$ cat config.mk
export PLATFORM = sky130hd
export DESIGN_NAME = lfsr_encrypt_seq
export DESIGN_NICKNAME = d
export VERILOG_FILES = /design/src/rtl/lfsr_encrypt_seq.sv
export SDC_FILE = /design/constraint.sdc
export NUM_CORES = 1
export LEC_CHECK = 0
export CAP_MARGIN = 25
export CORE_ASPECT_RATIO = 1.75
export CORE_MARGIN = 5
export CORE_UTILIZATION = 50
export DETAILED_ROUTE_END_ITERATION = 8
export GPL_TIMING_DRIVEN = 0
export PLACE_DENSITY = 0.78
export SLEW_MARGIN = 10
export SYNTH_ARGS = -nofsm -noshare
export SYNTH_HDL_FRONTEND = slang
export SYNTH_SLANG_ARGS = --single-unit
$ cat constraint.sdc
create_clock -name clk -period 8.1 [get_ports clk]
set_input_delay 2.43 -clock clk [delete_from_list [all_inputs] [get_ports clk]]
set_output_delay 2.43 -clock clk [all_outputs]
set_load 0.005 [all_outputs]
$ cat src/rtl/lfsr_encrypt_seq.sv
// lfsr_encrypt_seq: hardware sequencer for the message-encryption program.
// After a launch request it takes over the data-memory port. It first reads three config bytes:
// pre_length, tap pattern and LFSR seed. It then produces NCHAR output bytes. Each output byte is
// the message byte XOR the 7-bit LFSR keystream, with bit 7 forced to 0. The LFSR steps once per
// character.
//
// Ports:
//   clk          system clock, all state on the rising edge
//   init         synchronous active-high reset, aborts a run immediately
//   req          launch control: high = hold, low = run (sampled in IDLE and DONE only)
//   ack          registered run-complete flag, high while in DONE
//   busy         high whenever the sequencer is neither IDLE nor DONE
//   mem_addr     data-memory address
//   mem_rd_en    read strobe; data returns on mem_rd_data one cycle later
//   mem_rd_data  read data from the memory
//   mem_wr_en    write strobe; the memory commits on the rising edge
//   mem_wr_data  write data
`timescale 1ns/1ps

module lfsr_encrypt_seq #(
    parameter int unsigned NCHAR    = 64,
    parameter int unsigned MSG_MAX  = 54,
    parameter int unsigned CFG_BASE = 61,
    parameter int unsigned OUT_BASE = 64
) (
    input  logic       clk,
    input  logic       init,
    input  logic       req,
    output logic       ack,
    output logic       busy,
    output logic [7:0] mem_addr,
    output logic       mem_rd_en,
    input  logic [7:0] mem_rd_data,
    output logic       mem_wr_en,
    output logic [7:0] mem_wr_data
);

    typedef enum logic [2:0] {
        StIdle,
        StCfg0,
        StCfg1,
        StCfg2,
        StCfg3,
        StRd,
        StWr,
        StDone
    } state_e;

    state_e      state_q, state_d;
    logic [7:0]  pre_q, pre_d;
    logic [7:0]  tap_q, tap_d;
    logic [7:0]  lfsr_q, lfsr_d;
    logic [6:0]  idx_q, idx_d;
    logic        ack_q, ack_d;
    // Records whether the RD cycle actually issued a read. Outside the message window the
    // character is 0 and mem_rd_data holds stale data, so it must be ignored.
    logic        rd_valid_q, rd_valid_d;

    logic signed [8:0] k;
    logic              in_window;
    logic [7:0]        ch;

    // Message offset for the current character. It can be negative or run past the message.
    assign k         = $signed({2'b00, idx_q}) - $signed({1'b0, pre_q});
    assign in_window = !k[8] && (k[7:0] < 8'(MSG_MAX));
    assign ch        = rd_valid_q ? mem_rd_data : 8'h00;

    assign ack = ack_q;

    always_ff @(posedge clk) begin
        if (init) begin
            state_q    <= StIdle;
            pre_q      <= 8'h00;
            tap_q      <= 8'h00;
            lfsr_q     <= 8'h00;
            idx_q      <= 7'd0;
            ack_q      <= 1'b0;
            rd_valid_q <= 1'b0;
        end else begin
            state_q    <= state_d;
            pre_q      <= pre_d;
            tap_q      <= tap_d;
            lfsr_q     <= lfsr_d;
            idx_q      <= idx_d;
            ack_q      <= ack_d;
            rd_valid_q <= rd_valid_d;
        end
    end

    always_comb begin
        state_d     = state_q;
        pre_d       = pre_q;
        tap_d       = tap_q;
        lfsr_d      = lfsr_q;
        idx_d       = idx_q;
        rd_valid_d  = 1'b0;
        mem_addr    = 8'h00;
        mem_rd_en   = 1'b0;
        mem_wr_en   = 1'b0;
        mem_wr_data = 8'h00;

        unique case (state_q)
            StIdle: begin
                if (!req) begin
                    state_d = StCfg0;
                end
            end
            StCfg0: begin
                mem_addr  = 8'(CFG_BASE);
                mem_rd_en = 1'b1;
                state_d   = StCfg1;
            end
            StCfg1: begin
                mem_addr  = 8'(CFG_BASE + 1);
                mem_rd_en = 1'b1;
                pre_d     = mem_rd_data;
                state_d   = StCfg2;
            end
            StCfg2: begin
                mem_addr  = 8'(CFG_BASE + 2);
                mem_rd_en = 1'b1;
                tap_d     = mem_rd_data;
                state_d   = StCfg3;
            end
            StCfg3: begin
                lfsr_d  = mem_rd_data;
                idx_d   = 7'd0;
                state_d = StRd;
            end
            StRd: begin
                if (in_window) begin
                    mem_addr  = k[7:0];
                    mem_rd_en = 1'b1;
                end
                rd_valid_d = in_window;
                state_d    = StWr;
            end
            StWr: begin
                mem_addr    = 8'(OUT_BASE) + {1'b0, idx_q};
                mem_wr_en   = 1'b1;
                mem_wr_data = {1'b0, ch[6:0] ^ lfsr_q[6:0]};
                lfsr_d      = {1'b0, lfsr_q[5:0], ^(lfsr_q & tap_q)};
                idx_d       = idx_q + 7'd1;
                state_d     = (idx_q == 7'(NCHAR - 1)) ? StDone : StRd;
            end
            StDone: begin
                if (req) begin
                    state_d = StIdle;
                end
            end
            default: begin
                state_d = StIdle;
            end
        endcase

        ack_d = (state_d == StDone);
        busy  = !((state_q == StIdle) || (state_q == StDone));
    end

endmodule

==> run summary, run 1 <==
The flow ran to the end, and the final reports show no timing, DRC or antenna violations. Among all stages on the critical path, the largest delay is contributed by sky130_fd_sc_hd__clkdlybuf4s50_1. The tools report the post-route clock skew as 8.07 ps.

The share of the Yosys chip area taken by registers is 33.0%. Headroom to the max-slew limit came out at 50.1%. The detailed router placed 2,075 vias in this run.

Routability-driven placement finished with a final weighted congestion of 0.867. The first-pass GRT wire length was 8980 um. The dominant cell type by area after synthesis was sky130_fd_sc_hd__dfxtp_1.

In the post-route analysis, the smallest setup slack over all paths is 1800 ps. Dividing the detail-routed wire length by the instance count gives 15.3 um. For the initial core utilization, the log shows 52.2%. 31 I/O pins were placed. After global routing the overflow that remains totals 0. The estimated wirelength of the detail-placed design was 4210 um; the die boundary width was 60.0 um.

The clock slew at the register clock pins of the worst setup and hold paths is 70 ps. Startpoint-to-endpoint class of the critical path: input pin to output pin. For the pin with the worst max-slew slack, the measured transition is 742 ps. Before CTS, the worst setup slack after placement is 1850 ps. The count of yosys warnings during synthesis is 0, and the initial antenna violation count is 0. After synthesis, the largest area contributor takes up 33.0% of total cell area. The min-delay analysis places its worst path in the category flip-flop to flip-flop. TritonCTS built the clock tree. For the worst setup path, the data required time is 5670 ps.

The clock reaches the later pin of the worst-skew pair after 290 ps. The run gives 0 as the total inserted antenna cells. The minimum clock period after layout was 6300 ps; the chip height was 97.5 um.

The floorplan step defined a core boundary enclosing 4190 sq um. In the synthesized netlist the async set-or-reset flop fraction comes to 0%. Static timing analysis puts the maximum clock frequency at 159 MHz. In the routed layout, each cell is associated on average with a via count of 5.68. The critical path buffer and inverter count is 2.

STA classifies the critical path endpoint as an output pin. The kind of cell with the highest combined delay on the critical path is buffers and inverters. In this run, distinct cell masters in the synthesized netlist total 48. For the aggregate routed wire length, the log shows 5600 um. Number of violations of the max-capacitance limit: 0. For this run, the share of the core covered by cells in the final layout is 62.9%.

Adding up every negative setup slack in the final design gives 0 ps. For the filler cell count in the final layout, the log shows 390. Counting the buffers created by CTS gives 5. sky130_fd_sc_hd__nor2_1 is the most common cell in the netlist. The mapped netlist covers 2190 sq um.

The worst path uses 77.8% of the clock period. The site row count was 31; the met1 wire length was 2140 um. The die footprint was 5850 sq um; the power per cell area was 161 nW/um^2. The maximum VDD drop is 168 uV. The tree is rooted in a sky130_fd_sc_hd__clkbuf_8. The number of nets with antenna violations after routing came out at 0. The tools report the final-report hold violation count as 0. No sink is reached through more buffers than the 2 on the longest clock path. By instance count, the cell type seen most on the critical path is sky130_fd_sc_hd__clkdlybuf4s50_1. In this run the number of H-tree levels came out at 2. The signal on the critical path passes through clkdlybuf4s50_1 -> nand2_1 -> xor2_1 -> nor2_1 -> clkdlybuf4s50_1.

The run gives 3130 um as the amount of wire on met2 after detailed routing. The tools report the count of instances resized after the clock tree is built as 0. The arrival time reported for the critical path endpoint is 3870 ps. Sorting the synthesized cells by area gives the leading types as sky130_fd_sc_hd__dfxtp_1 33%, sky130_fd_sc_hd__nor2_1 9.1%, sky130_fd_sc_hd__mux2i_1 7.3%, sky130_fd_sc_hd__ha_1 5.2%, sky130_fd_sc_hd__nand2_1 4.8%. Of all nets on the critical path, the largest fanout is 4.

Maximum number of pins on one net before global-route repair: 12. Setup violations remaining at the end of the flow were counted as 0. Across every metal layer, demand over resource in global routing totals 20.1%. The pre-antenna-repair detailed-routing pass consisted of 4 iterations. For the via count of the first global-routing pass, the log shows 1,960. The leakage power summed over all cells came out at 0.00102 uW.

Buffers placed on the I/O ports in this run total 28. For the detailed-route DRC error count, the log shows 0. The delay of the slowest cell on the worst path came out at 540 ps.

The synthesized design contains 0 enable-type register cells. The number of pins with negative max-slew slack in the final report was 0. Setup repair after global routing left no endpoint under its margin.

After detailed routing, the met3 layer carries 159 um of wire. Averaged over all synthesized cells, the footprint is 7.81 sq um. The detailed router finished its first iteration with 110 violations. Counting flops and latches in the post-synthesis netlist gives 36.

Post-CTS timing repair inserted 0 buffers for setup. The commonest cells after synthesis are 53 x sky130_fd_sc_hd__nor2_1, 36 x sky130_fd_sc_hd__dfxtp_1, 28 x sky130_fd_sc_hd__nand2_1, 20 x sky130_fd_sc_hd__a21oi_1, 16 x sky130_fd_sc_hd__mux2i_1. The worst setup path is launched from an input pin. The signed area change from the synthesized netlist to the final layout was 20.5%. The tools report the clock sink total as 36.

The post-cts hold buffer count is 0. In the final layout, the share of cells above drive strength 1 is 4.43%. The final layout contains 336 nets. Among all flip-flop cells after synthesis, the most frequent one is sky130_fd_sc_hd__dfxtp_1.

Synthesis produced a netlist whose cell count is 280. The detailed router used layers up to and including met4. For the post-synthesis net count, the log shows 301.
cells in the final DEF (no fill, tap or decap), drive strengths merged, types with 3 or more instances in the layout:
cell type,netlist,layout
a211oi,8,8
xnor2,5,5
mux2i,16,16
inv,14,14
buf,3,3
a21oi,20,20
clkbuf,10,16
o21ai,12,12
nor2,53,53
a221o,3,3
nand3,7,7
xor2,11,11
ha,9,9
nor3,4,4
nand2,28,28
a21o,4,4
dfxtp,36,36
a311oi,3,3
nand2b,5,5
clkdlybuf4s50,0,28
registers in the layout, summed over array words and instances (netlist names):
register	count
lfsr_q	8
ack	1
idx_q	7
tap_q	8
pre_q	8
state_q	3
rd_valid_q	1
power breakdown:
part,switching [uW],internal [uW]
sequential,4.21,183
clock,64.0,91.4
combinational,43.3,37.6
kinds of logic after synthesis:
kind of cell	after synthesis	share of synthesized area (%)
buffers and inverters	27	4.87
XOR/XNOR	16	6.41
adder cells (fa/ha/maj)	10	6.07
other	1	0.172
AO/OA/AOI/OAI	63	19.5
flip-flops	36	33.0
multiplexers	16	7.33
AND/OR/NAND/NOR	111	22.7
through the flow:
stage          hold WS (ps)  area [sq um]  instances  power, uW
5_1_grt                 499          2640        365        441
2_1_floorplan           432          2190        280        240
6_report                474          2640        365        423
4_1_cts                 481          2640        365        424
3_3_place_gp            446          2530        357        270
3_5_place_dp            472          2530        357        271
worst min-delay path, cell delays in order, from the launching register on:
cell                      delay (ps)
sky130_fd_sc_hd__dfxtp_1         320
sky130_fd_sc_hd__nand2_1          50
sky130_fd_sc_hd__a21oi_1          50
cell type report:
cell class / count / area, sq um / share of cell area (%)
multi-input cells: 217 / 1360 / 51.6
clock buffers: 6 / 72.6 / 2.75
inverters: 14 / 52.6 / 1.99
plain buffers: 13 / 53.8 / 2.04
flip-flops and latches: 36 / 721 / 27.4
clock inverters: 2 / 35.0 / 1.33
repair buffers: 28 / 280 / 10.6
well taps: 49 / 61.3 / 2.33
worst paths after layout:
check,from,slack (ps),endpoint,depth (start not counted)
min,lfsr_q[7]$_SDFFE_PP0P_,470,lfsr_q[7]$_SDFFE_PP0P_,2
min reg2reg,lfsr_q[7]$_SDFFE_PP0P_,470,lfsr_q[7]$_SDFFE_PP0P_,2
max,mem_rd_data[0],1800,mem_wr_data[0],5
max reg2reg,idx_q[0]$_SDFFE_PP0P_,5480,rd_valid_q$_SDFF_PP0_,9
per-layer routing:
layer / track usage, % / up-vias
li1: - / 1036
met4: 9.04 / 0
met2: 36.9 / 43
met3: 2.79 / 12
met1: 21.1 / 984
met5: 0 / -
No activity file was read; power rests on OpenSTA's default activity.
==> inputs of run 2 (changes only) <==
clock period = 6.4 ns   (was 8.1 ns; I/O delays follow)
==> results of run 2 <==
Same layout as run 1 (identical final DEF). Status: finished clean.
Main changes from that run: setup slack after placement 1850 ps -> 1170 ps; clock-pin slew on the worst setup and hold paths 70 ps -> 80 ps; setup slack after layout 1800 ps -> 1100 ps; start point of the critical path mem_rd_data[0] -> idx_q[0]$_SDFFE_PP0P_; end point of the critical path mem_wr_data[0] -> mem_addr[1]; register-to-register setup slack 5480 ps -> 3780 ps; total power 423 uW -> 535 uW; worst IR drop on VDD 168 uV -> 213 uV
==> inputs of run 3 (changes only) <==
CORE_UTILIZATION = 49   (was 50)
PLACE_DENSITY = 0.8   (was 0.78)
clock period = 4.4 ns   (was 6.4 ns; I/O delays follow)
==> run 3 against run 2 <==
The flow now finishes with violations (negative setup slack). Largest power group unchanged. Register-to-register slack lost 1900 ps. Count of clock-buffer cells in the layout is the same. Setup slack lost 1100 ps. Critical path depth grew 1. Cell count grew 2.2%. Global-route usage grew 0.37 points. Combinational power grew 62%. Sequential power grew 46%. Sequential share of layout area shrank 1.2 points. Hold slack lost 0.76 ps. Clock skew grew 1.3 ps.
==> run summary, run 3 (same netlist as run 1, synthesis figures left out) <==
On the final layout, the worst clock skew is 9.35 ps. The worst setup path is captured at an output pin. For this design, the sink count on the clock tree is 36. The logs give 5950 sq um for the die footprint and 359 for the count of placed standard cells including taps.

Routability-driven placement finished with a final weighted congestion of 0.860. The die boundary width is 60.5 um. Setup repair after global routing could not meet its margin everywhere.

The tools report the top achievable clock speed as 226 MHz. The worst pin sits at a relative slew slack of 46.5%. Dividing the detail-routed via count by the number of cells gives 5.63.

Dividing total power by cell area gives a power density of 289 nW/um^2. 0 antenna diodes ended up in the layout. The number of levels in the clock H-tree was 2.

The run gives 3080 ps as the data required time at the worst endpoint. The top cell types in the final layout, fill and taps aside, are 52 x sky130_fd_sc_hd__nor2_1, 35 x sky130_fd_sc_hd__dfxtp_1, 27 x sky130_fd_sc_hd__nand2_1, 25 x sky130_fd_sc_hd__clkdlybuf4s50_1, 20 x sky130_fd_sc_hd__a21oi_1. In this run the remaining antenna-violating nets after routing total 0. Startpoint type of the worst setup path: a flip-flop. The routed design has 5690 um of wire. Total congestion overflow after global routing: 0. Prior to clock tree synthesis, the placed netlist has a worst setup slack of -19.7 ps.

In the final routed layout, each cell accounts on average for 15.3 um. The library cell used most frequently in the layout, excluding fill and tap cells, is sky130_fd_sc_hd__nor2_1. The core area came out at 4360 sq um.

The flow ran to the end, but the final reports show violations. The site row count was 32. The part of the cycle the worst path needs was 101%. The maximum net fanout on the critical path works out to 6.

The length of the first detailed-routing pass in iterations came out at 4. The type of the most critical hold path is flip-flop to flip-flop. The largest registers in the layout are lfsr_q: 8 flops, pre_q: 8 flops, tap_q: 8 flops. The via count came out at 2,099.

In this run, the number of DRC markers left after iteration 0 of detailed routing was 99. Number of buffers added by the clock tree synthesis step: 5. The tools report the filler cell count in the final layout as 360. Across every metal layer, demand over resource in global routing totals 20.4%.

The chip height is 98.4 um, and the number of pins with negative max-slew slack in the final report is 0. The HPWL after detailed placement is 4200 um. During placement, the flow inserted port buffers numbering 28. The worst-skew pair later-pin latency was 290 ps; the setup total negative slack was -45.8 ps. Counting along the longest clock path gives a buffer depth of 2. The run gives 0 as the number of violations of the max-capacitance limit. For this run, the number of standard cells in the final layout without fillers is 373. The run gives 342 as the total number of nets in the final design.

The logs give 0 for the initial antenna violation count and 509 uV for the maximum VDD drop. Final-report hold violation count: 0. The worst path needs 4430 ps of the cycle, external delays included. Detailed-route DRC error count: 0. TritonCTS built the clock tree. The logs give 31 for the number of top-level design ports and 9350 um for the first-pass GRT wire length. The checks that failed: negative setup slack.

In the final layout, the share of cells above drive strength 1 is 9.01%. The slew at the pin closest to its max-slew limit was 796 ps. The via count of the first global-routing pass was 2,075. For the final critical-path setup slack, the log shows -27.0 ps. At the worst endpoint, the arrival time is 3110 ps. Entering global routing, the biggest net connects 12 pins. The startpoint-to-endpoint class of the critical path is flip-flop to output pin. The run gives 50.1% as the initial core utilization. Clock slew at the register clock pins of the worst setup and hold paths: 80 ps.

The clock root buffer master was sky130_fd_sc_hd__clkbuf_8. The analysis attributes to cell leakage a power of 0.00110 uW. Setup violations remaining at the end of the flow were counted as 2. The signed area change from the synthesized netlist to the final layout came out at 26.2%.
[run 3: layer usage]
layer / vias to the layer above / global-route usage, % / wire length, um
met1: 997 / 21.7 / 2170
met4: 0 / 10.9 / 140
met2: 40 / 36.3 / 3220
met5: - / 0 / 0
met3: 14 / 3.70 / 171
li1: 1048 / - / -
[run 3: worst paths after layout]
path | from | end | slack [ps] | cells after the start
worst min-delay path | lfsr_q[7]$_SDFFE_PP0P_ | lfsr_q[7]$_SDFFE_PP0P_ | 470 | 2
worst max register to register | idx_q[0]$_SDFFE_PP0P_ | rd_valid_q$_SDFF_PP0_ | 1840 | 12
worst min register to register | lfsr_q[7]$_SDFFE_PP0P_ | lfsr_q[7]$_SDFFE_PP0P_ | 470 | 2
worst max-delay path | idx_q[0]$_SDFFE_PP0P_ | mem_addr[2] | -30 | 11
[run 3: stage by stage]
step	power, uW	cell area [sq um]	hold slack (ps)	utilization, %
final	798	2760	473	63.2
after global routing	831	2760	490	63.2
after CTS	795	2700	475	61.8
after detailed placement	500	2530	465	58.0
after global placement	496	2530	445	58.0
after floorplan	442	2190	432	-
[run 3: power by group]
part	internal (uW)	switching, uW
Combinational	77.4	87.6
Clock	168	121
Sequential	336	7.50
[run 3: worst max-delay path: stages (launching register included)]
cell                              delay, ps
sky130_fd_sc_hd__dfxtp_2                340
sky130_fd_sc_hd__inv_2                   70
sky130_fd_sc_hd__ha_1                   140
sky130_fd_sc_hd__inv_1                   60
sky130_fd_sc_hd__fa_2                   420
sky130_fd_sc_hd__a211oi_4               300
sky130_fd_sc_hd__nor2_2                 130
sky130_fd_sc_hd__a311oi_4               300
sky130_fd_sc_hd__a311oi_4               130
sky130_fd_sc_hd__buf_6                  160
sky130_fd_sc_hd__a221o_1                310
sky130_fd_sc_hd__clkdlybuf4s50_1        440
[run 3: final cells by class]
cell class | instances | area [sq um] | share of cell area, %
Buffer | 13 | 53.8 | 1.95
Clock buffer | 6 | 72.6 | 2.63
Clock inverter | 2 | 35.0 | 1.27
Inverter | 14 | 52.6 | 1.91
Multi-Input combinational cell | 217 | 1420 | 51.5
Sequential cell | 36 | 722 | 26.2
Tap cell | 51 | 63.8 | 2.31
Timing Repair Buffer | 34 | 337 | 12.2
[run 3: what timing repair did]
action	CTS	global route
pin swaps	3	6
endpoints found under the setup margin	6	6
gates resized for setup	7	10
hold buffers	0	0
cloned	0	0
endpoints found under the hold margin	0	0
setup buffers	3	3
